### src/rtl/pcpi_dispatch_pkg.sv
// Shared M-extension definitions: opcodes, funct encodings and the dispatch FSM states.
package pcpi_dispatch_pkg;

  localparam logic [6:0] OPCODE        = 7'b0110011;
  localparam logic [6:0] OPCODE_CUSTOM = 7'b0001011;
  localparam logic [6:0] FUNC7         = 7'b0000001;

  localparam logic [2:0] ADDMOD = 3'd0;
  localparam logic [2:0] SUBMOD = 3'd1;
  localparam logic [2:0] MULQ   = 3'd2;

  typedef enum logic [2:0] {
    IDLE  = 3'd0,
    ISSUE = 3'd1,
    WAIT  = 3'd2,
    RESP  = 3'd3,
    COOL  = 3'd4
  } dispatch_state_t;

  function automatic logic [1:0] unit_onehot(input logic sel);
    unit_onehot = sel ? 2'b10 : 2'b01;
  endfunction

endpackage

### src/rtl/pcpi_decode.sv
// Combinational instruction decode: decides whether the dispatcher claims an
// instruction and which unit (0 = M unit, 1 = custom unit) executes it.
module pcpi_decode (
  input  logic [31:0] insn,
  output logic        claim,
  output logic        sel
);
  import pcpi_dispatch_pkg::*;

  logic [6:0] opcode;
  logic [2:0] funct3;
  logic [6:0] funct7;
  logic       unused_bits;

  assign opcode      = insn[6:0];
  assign funct3      = insn[14:12];
  assign funct7      = insn[31:25];
  assign unused_bits = ^{insn[24:15], insn[11:7]};

  always_comb begin
    claim = 1'b0;
    sel   = 1'b0;
    if (opcode == OPCODE && funct7 == FUNC7) begin
      claim = 1'b1;
      sel   = 1'b0;
    end else if (opcode == OPCODE_CUSTOM &&
                 (funct3 == ADDMOD || funct3 == SUBMOD || funct3 == MULQ)) begin
      claim = 1'b1;
      sel   = 1'b1;
    end
  end

endmodule

### src/rtl/pcpi_dispatch.sv
// PCPI dispatcher: claims M-extension and custom instructions from the core,
// forwards them to one of two execution units and returns the result with a timeout guard.
module pcpi_dispatch #(
  parameter int TIMEOUT_CYCLES = 64
) (
  input  logic        clk,
  input  logic        reset,
  input  logic        pcpi_valid,
  input  logic [31:0] pcpi_insn,
  input  logic [31:0] pcpi_rs1,
  input  logic [31:0] pcpi_rs2,
  output logic        pcpi_wr,
  output logic [31:0] pcpi_rd,
  output logic        pcpi_wait,
  output logic        pcpi_ready,
  output logic [1:0]  u_valid,
  output logic [31:0] u_insn,
  output logic [31:0] u_rs1,
  output logic [31:0] u_rs2,
  input  logic [1:0]  u_ready,
  input  logic [1:0]  u_wr,
  input  logic [31:0] u_rd0,
  input  logic [31:0] u_rd1,
  output logic        err_timeout,
  input  logic        err_clear
);
  import pcpi_dispatch_pkg::*;

  localparam logic [7:0] TERM = 8'(TIMEOUT_CYCLES);

  dispatch_state_t state, state_n;
  logic [7:0]  cnt, cnt_n;
  logic        sel_q, sel_n;
  logic        dec_claim, dec_sel;
  logic        capture;
  logic        wait_n;
  logic [1:0]  u_valid_n;
  logic        ready_n;
  logic        wr_n;
  logic [31:0] rd_n;
  logic        err_n;

  pcpi_decode u_decode (
    .insn  (pcpi_insn),
    .claim (dec_claim),
    .sel   (dec_sel)
  );

  // All outputs are registered from the next state so they line up with the state register.
  always_comb begin
    state_n = state;
    cnt_n   = cnt;
    sel_n   = sel_q;
    capture = 1'b0;
    rd_n    = '0;
    wr_n    = 1'b0;
    err_n   = err_timeout & ~err_clear;
    unique case (state)
      IDLE: begin
        if (pcpi_valid && dec_claim) begin
          capture = 1'b1;
          sel_n   = dec_sel;
          state_n = ISSUE;
        end
      end
      ISSUE: begin
        if (!pcpi_valid) begin
          state_n = IDLE;
        end else begin
          cnt_n   = '0;
          state_n = WAIT;
        end
      end
      WAIT: begin
        // Core abort beats completion; completion beats the terminal count.
        if (!pcpi_valid) begin
          state_n = IDLE;
        end else if (u_ready[sel_q]) begin
          state_n = RESP;
          rd_n    = sel_q ? u_rd1 : u_rd0;
          wr_n    = u_wr[sel_q];
        end else if (cnt + 8'd1 == TERM) begin
          state_n = RESP;
          err_n   = 1'b1;
        end else begin
          cnt_n = cnt + 8'd1;
        end
      end
      RESP:    state_n = COOL;
      COOL:    state_n = IDLE;
      default: state_n = IDLE;
    endcase
    wait_n    = (state_n == ISSUE) || (state_n == WAIT);
    u_valid_n = wait_n ? unit_onehot(sel_n) : 2'b00;
    ready_n   = (state_n == RESP);
  end

  always_ff @(posedge clk) begin
    if (reset) begin
      state       <= IDLE;
      cnt         <= '0;
      sel_q       <= 1'b0;
      pcpi_wait   <= 1'b0;
      u_valid     <= 2'b00;
      pcpi_ready  <= 1'b0;
      pcpi_wr     <= 1'b0;
      pcpi_rd     <= '0;
      err_timeout <= 1'b0;
      u_insn      <= '0;
      u_rs1       <= '0;
      u_rs2       <= '0;
    end else begin
      state       <= state_n;
      cnt         <= cnt_n;
      sel_q       <= sel_n;
      pcpi_wait   <= wait_n;
      u_valid     <= u_valid_n;
      pcpi_ready  <= ready_n;
      pcpi_wr     <= wr_n;
      pcpi_rd     <= rd_n;
      err_timeout <= err_n;
      if (capture) begin
        u_insn <= pcpi_insn;
        u_rs1  <= pcpi_rs1;
        u_rs2  <= pcpi_rs2;
      end
    end
  end

endmodule

### config.mk
export PLATFORM = sky130hd
export DESIGN_NAME = pcpi_dispatch
export DESIGN_NICKNAME = d
export VERILOG_FILES = /design/src/rtl/pcpi_dispatch_pkg.sv /design/src/rtl/pcpi_decode.sv /design/src/rtl/pcpi_dispatch.sv
export SDC_FILE = /design/constraint.sdc
export NUM_CORES = 1
export LEC_CHECK = 0
export CAP_MARGIN = 10
export CORE_ASPECT_RATIO = 0.5
export CORE_MARGIN = 10
export CORE_UTILIZATION = 43
export CTS_CLUSTER_SIZE = 12
export DETAILED_ROUTE_END_ITERATION = 8
export DONT_BUFFER_PORTS = 1
export GPL_ROUTABILITY_DRIVEN = 0
export HOLD_SLACK_MARGIN = 0.12
export PLACE_DENSITY = 0.59
export SYNTH_ARGS = -nofsm -noshare
export SYNTH_HDL_FRONTEND = slang
export SYNTH_SLANG_ARGS = --single-unit
### constraint.sdc
create_clock -name clk -period 5.2 [get_ports clk]
set_clock_uncertainty 0.2 [all_clocks]
set_input_delay 0.52 -clock clk [delete_from_list [all_inputs] [get_ports clk]]
set_output_delay 0.52 -clock clk [all_outputs]
set_load 0.005 [all_outputs]
==> impl_results.md, run 1 <==
* Outcome: aborted with a tool error
* Stop stage: clock tree synthesis (4_1_cts)
* Error: [ERROR RSZ-0060] Max buffer count reached.
* YS warnings at 0
* CTS root buf: clkbuf_16
* Post-cts sizing count at 0
* Dpl hpwl at approximately 12,000 microns
* Yosys top cell by area: dfxtp_1
* Syn Inst Count at 628
* Cell row count at 28
* Syn Area/Cell at between 8 and 9 sq um
* Hold-fix buffers at CTS at 159
* Die H at 98.87 microns
* Setup Buffers After CTS at 0
* Clock buffer depth at 2
* Synth area leaders: dfxtp_1 (55%), nand2_1 (14%), a21oi_1 (8.8%)
* Die Width at 177.7 microns
* Yosys reg bits at around 150
* Post-synth EDFFs at 0
* Main flop type after synthesis: dfxtp_1
* Post-synthesis sequential area ratio at 54.64%
* Top cell type's share of synthesized area at 54.64%
* Clock sink total at 146
* Inst Count DP at ~760
* Htree depth at 4
* Post-DP Area at roughly 5400 sq um
* Post-synthesis compound-gate area fraction at 12.94%
* Starting Density at ~45%
* Ys async rst share at 0%
* Post-Syn Area at 5349 sq um
* I/O pins at between 300 and 400
* IO Port Bufs at 0
* Simple-gate share of the synthesized area at 20.91%
* Syn nets at roughly 800
* Unique masters post-synth at 43
* Largest family of logic cells by synthesized area: simple AND/OR/NAND/NOR gates
* XOR/XNOR Fraction of Synth Area at 0.4912%
* Post-synthesis adder-cell area fraction at 0.2339%
* CTS buffer count at 17
* Multiplexer share of the synthesized area at 6.947%
-- through the flow --
step | setup WS (ps) | utilization (%) | hold slack, ps
2_1_floorplan | 2679 | - | 247.3
3_3_place_gp | 2007 | 45.14 | 261.9
3_5_place_dp | 1967 | 45.14 | 268.6
-- kinds of logic after synthesis --
family	count (synthesis)
AO/OA/AOI/OAI	125
XOR/XNOR	3
adder cells (fa/ha/maj)	1
buffers and inverters	45
flip-flops	146
multiplexers	37
AND/OR/NAND/NOR	271
-- cells in the mapped netlist (all sizes together), types with 3 or more instances --
library cell and instances:
a211oi 3, a21oi 95, a31oi 3, buf 18, clkbuf 22, dfxtp 146, inv 5, mux2i 36
nand2 194, nand2b 3, nand3 7, nor2 44, nor3b 6, o21ai 9, o22ai 3
==> inputs of run 2 (changes only) <==
--- a/config.mk
+++ b/config.mk
@@ -6,15 +6,12 @@
 export NUM_CORES = 1
 export LEC_CHECK = 0
 export CAP_MARGIN = 10
-export CORE_ASPECT_RATIO = 0.5
 export CORE_MARGIN = 10
-export CORE_UTILIZATION = 43
-export CTS_CLUSTER_SIZE = 12
+export CORE_UTILIZATION = 28
 export DETAILED_ROUTE_END_ITERATION = 8
 export DONT_BUFFER_PORTS = 1
 export GPL_ROUTABILITY_DRIVEN = 0
-export HOLD_SLACK_MARGIN = 0.12
-export PLACE_DENSITY = 0.59
+export PLACE_DENSITY_LB_ADDON = 0.15
 export SYNTH_ARGS = -nofsm -noshare
 export SYNTH_HDL_FRONTEND = slang
 export SYNTH_SLANG_ARGS = --single-unit
==> run 2 against run 1 <==
Net effect: the run now ends clean; synthesized cell count unchanged; area after synthesis unchanged.
==> impl_results.md, run 2 <==
* Die ar. at 25,030 sq um
* Fin crit period at ~2800 ps
* Post-synthesis sequential area ratio at 54.64% (unchanged)
* Metal3 WL at between 2000 and 3000 microns
* Worst-path fanout max at 36
* Post-synth EDFFs at 0 (unchanged)
* Antenna fix cells at 0
* Die H at 158.2 microns (+60%)
* CTS buffer count at 17 (unchanged)
* Hold path startpoint: pcpi_rs1[31]
* WP buf/inv at 0
* Yosys top cell by area: dfxtp_1
* Number of global-route vias before repair at around 4,200
* Post-DP Area at 5480 sq um (+1.3%)
* Largest net degree at the start of global routing at 103
* CP max-delay cell: dfxtp_2
* Hold WC Path Type: in -> reg
* IO Port Bufs at 0 (unchanged)
* Ys async rst share at 0% (unchanged)
* Design Power at 0.002468 W
* Final setup vio count at 0
* CP startpoint: sel_q$_SDFF_PP0_
* Clock latency at the later pin of the worst-skew pair at 420 ps
* Critical Path End Type: flop
* Inst Count DP at 824 (+8.9%)
* Clock power frac at between 50% and 60%
* Area Overhead vs Synth at 14.97%
* Unique masters post-synth at 43 (unchanged)
* Final Cycle Share at between 50% and 60%
* YS warnings at 0 (unchanged)
* Dpl hpwl at 13,240 microns (+11%)
* Wire length per cell at 20.54 microns
* Clock sink total at 146 (unchanged)
* Util after Layout at 32.77%
* GRT Util Overall at 13.33%
* Fillers at 1,936
* Clock buffer depth at 2 (unchanged)
* Max_cap viols at 0
* Main flop type after synthesis: dfxtp_1
* Syn nets at 797 (unchanged)
* Vias/cell at 4.955
* Syn Inst Count at 628 (unchanged)
* Leak pwr at about 2 nW
* Worst-path clk slew at 60 ps
* Reg-to-Reg Start: sel_q$_SDFF_PP0_
* Unrepaired setup endpoints after global routing: no
* Drt pass-1 iters at 6
* Part of the power in combinational logic at 1.4%
* Core area at 18,770 sq um
* Critical Path, Cell by Cell: mux2_2 > nand2_1 > nor2_1
* CTS root buf: clkbuf_16
* Top cell type's share of synthesized area at 54.64% (unchanged)
* Startpoint Class: flop
* Post-Syn Area at 5349 sq um (unchanged)
* Worst path top cell family by delay: flip-flops
* FMAX at 354.0 MHz
* Routed wl met2 at between 8000 and 9000 microns
* Gr ovfl total at 0
* Met1 wire length at 6565 microns
* Share of layout cells above drive strength 1 at 6.250%
* Outcome: completed
* Final nets at 780
* Die Width at 158.2 microns (-11%)
* Syn Area/Cell at 8.517 sq um (unchanged)
* Slew Limit Fails at 0
* Setup Crit Path Kind: reg -> reg
* Final Non-Filler Cells at between 800 and 900
* TritonCTS clock tree: yes
* Vias at 4,251
* Initial DRC Count at 292
* Final hold vios at 0
* Worst slew margin at 30.83%
* Drc violations at 0
* Final instance area at about 6000 sq um
* Commonest non-fill, non-tap cell in the layout: nand2_1
* Highest metal used: met4
* Internal at 0.001943 W
* First-pass GRT wire length at between 20,000 and 30,000 microns
* Top-count cell post-synth: nand2_1
* Starting Density at 28.50% (-16 points)
* Reg power frac at 45.4%
* Net Sw Power at about 0.00053 W
* Least-Margin Pin Slew at a little over 1000 ps
* Yosys reg bits at 146 (unchanged)
* Synth top cells by count: nand2_1 (194), dfxtp_1 (146), a21oi_1 (94)
* Peak supply drop at 0.1970 mV
* Post-cts sizing count at 0 (unchanged)
* Htree depth at 4 (unchanged)
* Max stage delay on crit path at 1000 ps
* Initial antenna violation count at 0
* Cell row count at 50 (+79%)
* Setup TNS at 0 ps
* Most frequent cells in the layout: nand2_1 (194), dfxtp_1 (145), a21oi_1 (94)
* WP data required at 5250 ps
* CP arrival at 2880 ps
* Synth area leaders: dfxtp_1 (55%), nand2_1 (14%), a21oi_1 (8.8%)
* DRT antenna net count at 0
* Post-Route WL at 17,620 microns
* Power per cell area at around 400 nW/um^2
* Sw Ratio at about a fifth
* I/O pins at 302 (unchanged)
run 2: cell counts after synthesis:
No cell type changed its count.
run 2: worst reg2reg max path, stage by stage (launching register included):
cell and delay [ps]:
dfxtp_2 1000, mux2_2 530, nand2_1 750, nor2_1 190
run 2: cells by family after synthesis:
family,count (synthesis),synth area share (%)
mux,37,6.947
buf+inv,45,3.836
simple gates,271,20.91
flops,146,54.64
fa+ha+maj,1,0.2339
xor+xnor,3,0.4913
compound gates,125,12.94
run 2: layout make-up:
| class | instances | area, sq um | share of cell area, % |
|---|---|---|---|
| tap | 234 | 292.8 | 4.761 |
| sequential | 146 | 2924 | 47.55 |
| inverter | 5 | 18.77 | 0.3052 |
| timing repair buffer | 4 | 52.55 | 0.8545 |
| clock inverter | 14 | 202.7 | 3.296 |
| clock buffer | 18 | 429.2 | 6.979 |
| multi-input combinational | 437 | 2230 | 36.26 |
run 2: worst paths after layout:
kind              depth (start not counted)                      to  slack [ps]
hold / removal                            2  u_rs1[31]$_SDFFE_PP0P_          30
setup reg to reg                          3   pcpi_rd[9]$_SDFF_PP0_        2380
setup / recovery                          3   pcpi_rd[9]$_SDFF_PP0_        2380
hold reg to reg                           2  u_rs1[31]$_SDFFE_PP0P_         280
run 2: stage by stage:
step | hold WS, ps | worst slack, ps
floorplan | 247.3 | 2679
global placement | 265.1 | 2058
detailed placement | 270.5 | 1976
CTS | 6.142 | 2322
global route | 7.575 | 2084
finish | 26.48 | 2375
run 2: repair_timing:
| item | in CTS | in global routing |
|---|---|---|
| setup buffers | 0 | 0 |
| setup endpoints to repair | 0 | 0 |
| hold buffers | 1 | 1 |
| hold endpoints to repair | 102 | 1 |
run 2: power by group through the flow:
stage / clock (W) / sequential, W / combinational, W
after floorplan: 0 / 0.00114 / 0.0000276
after global placement: 0 / 0.00114 / 0.0000200
after detailed placement: 0 / 0.00114 / 0.0000202
after CTS: 0.00135 / 0.00112 / 0.0000351
after global routing: 0.00140 / 0.00112 / 0.0000394
final: 0.00131 / 0.00112 / 0.0000353
run 2: per-layer routing:
| metal | global-route usage (%) | up-vias |
|---|---|---|
| li1 | - | 2060 |
| met1 | 14.01 | 1925 |
| met2 | 21.60 | 255 |
| met3 | 8.168 | 11 |
| met4 | 4.411 | 0 |
| met5 | 0 | - |
No activity file was read; power rests on OpenSTA's default activity.
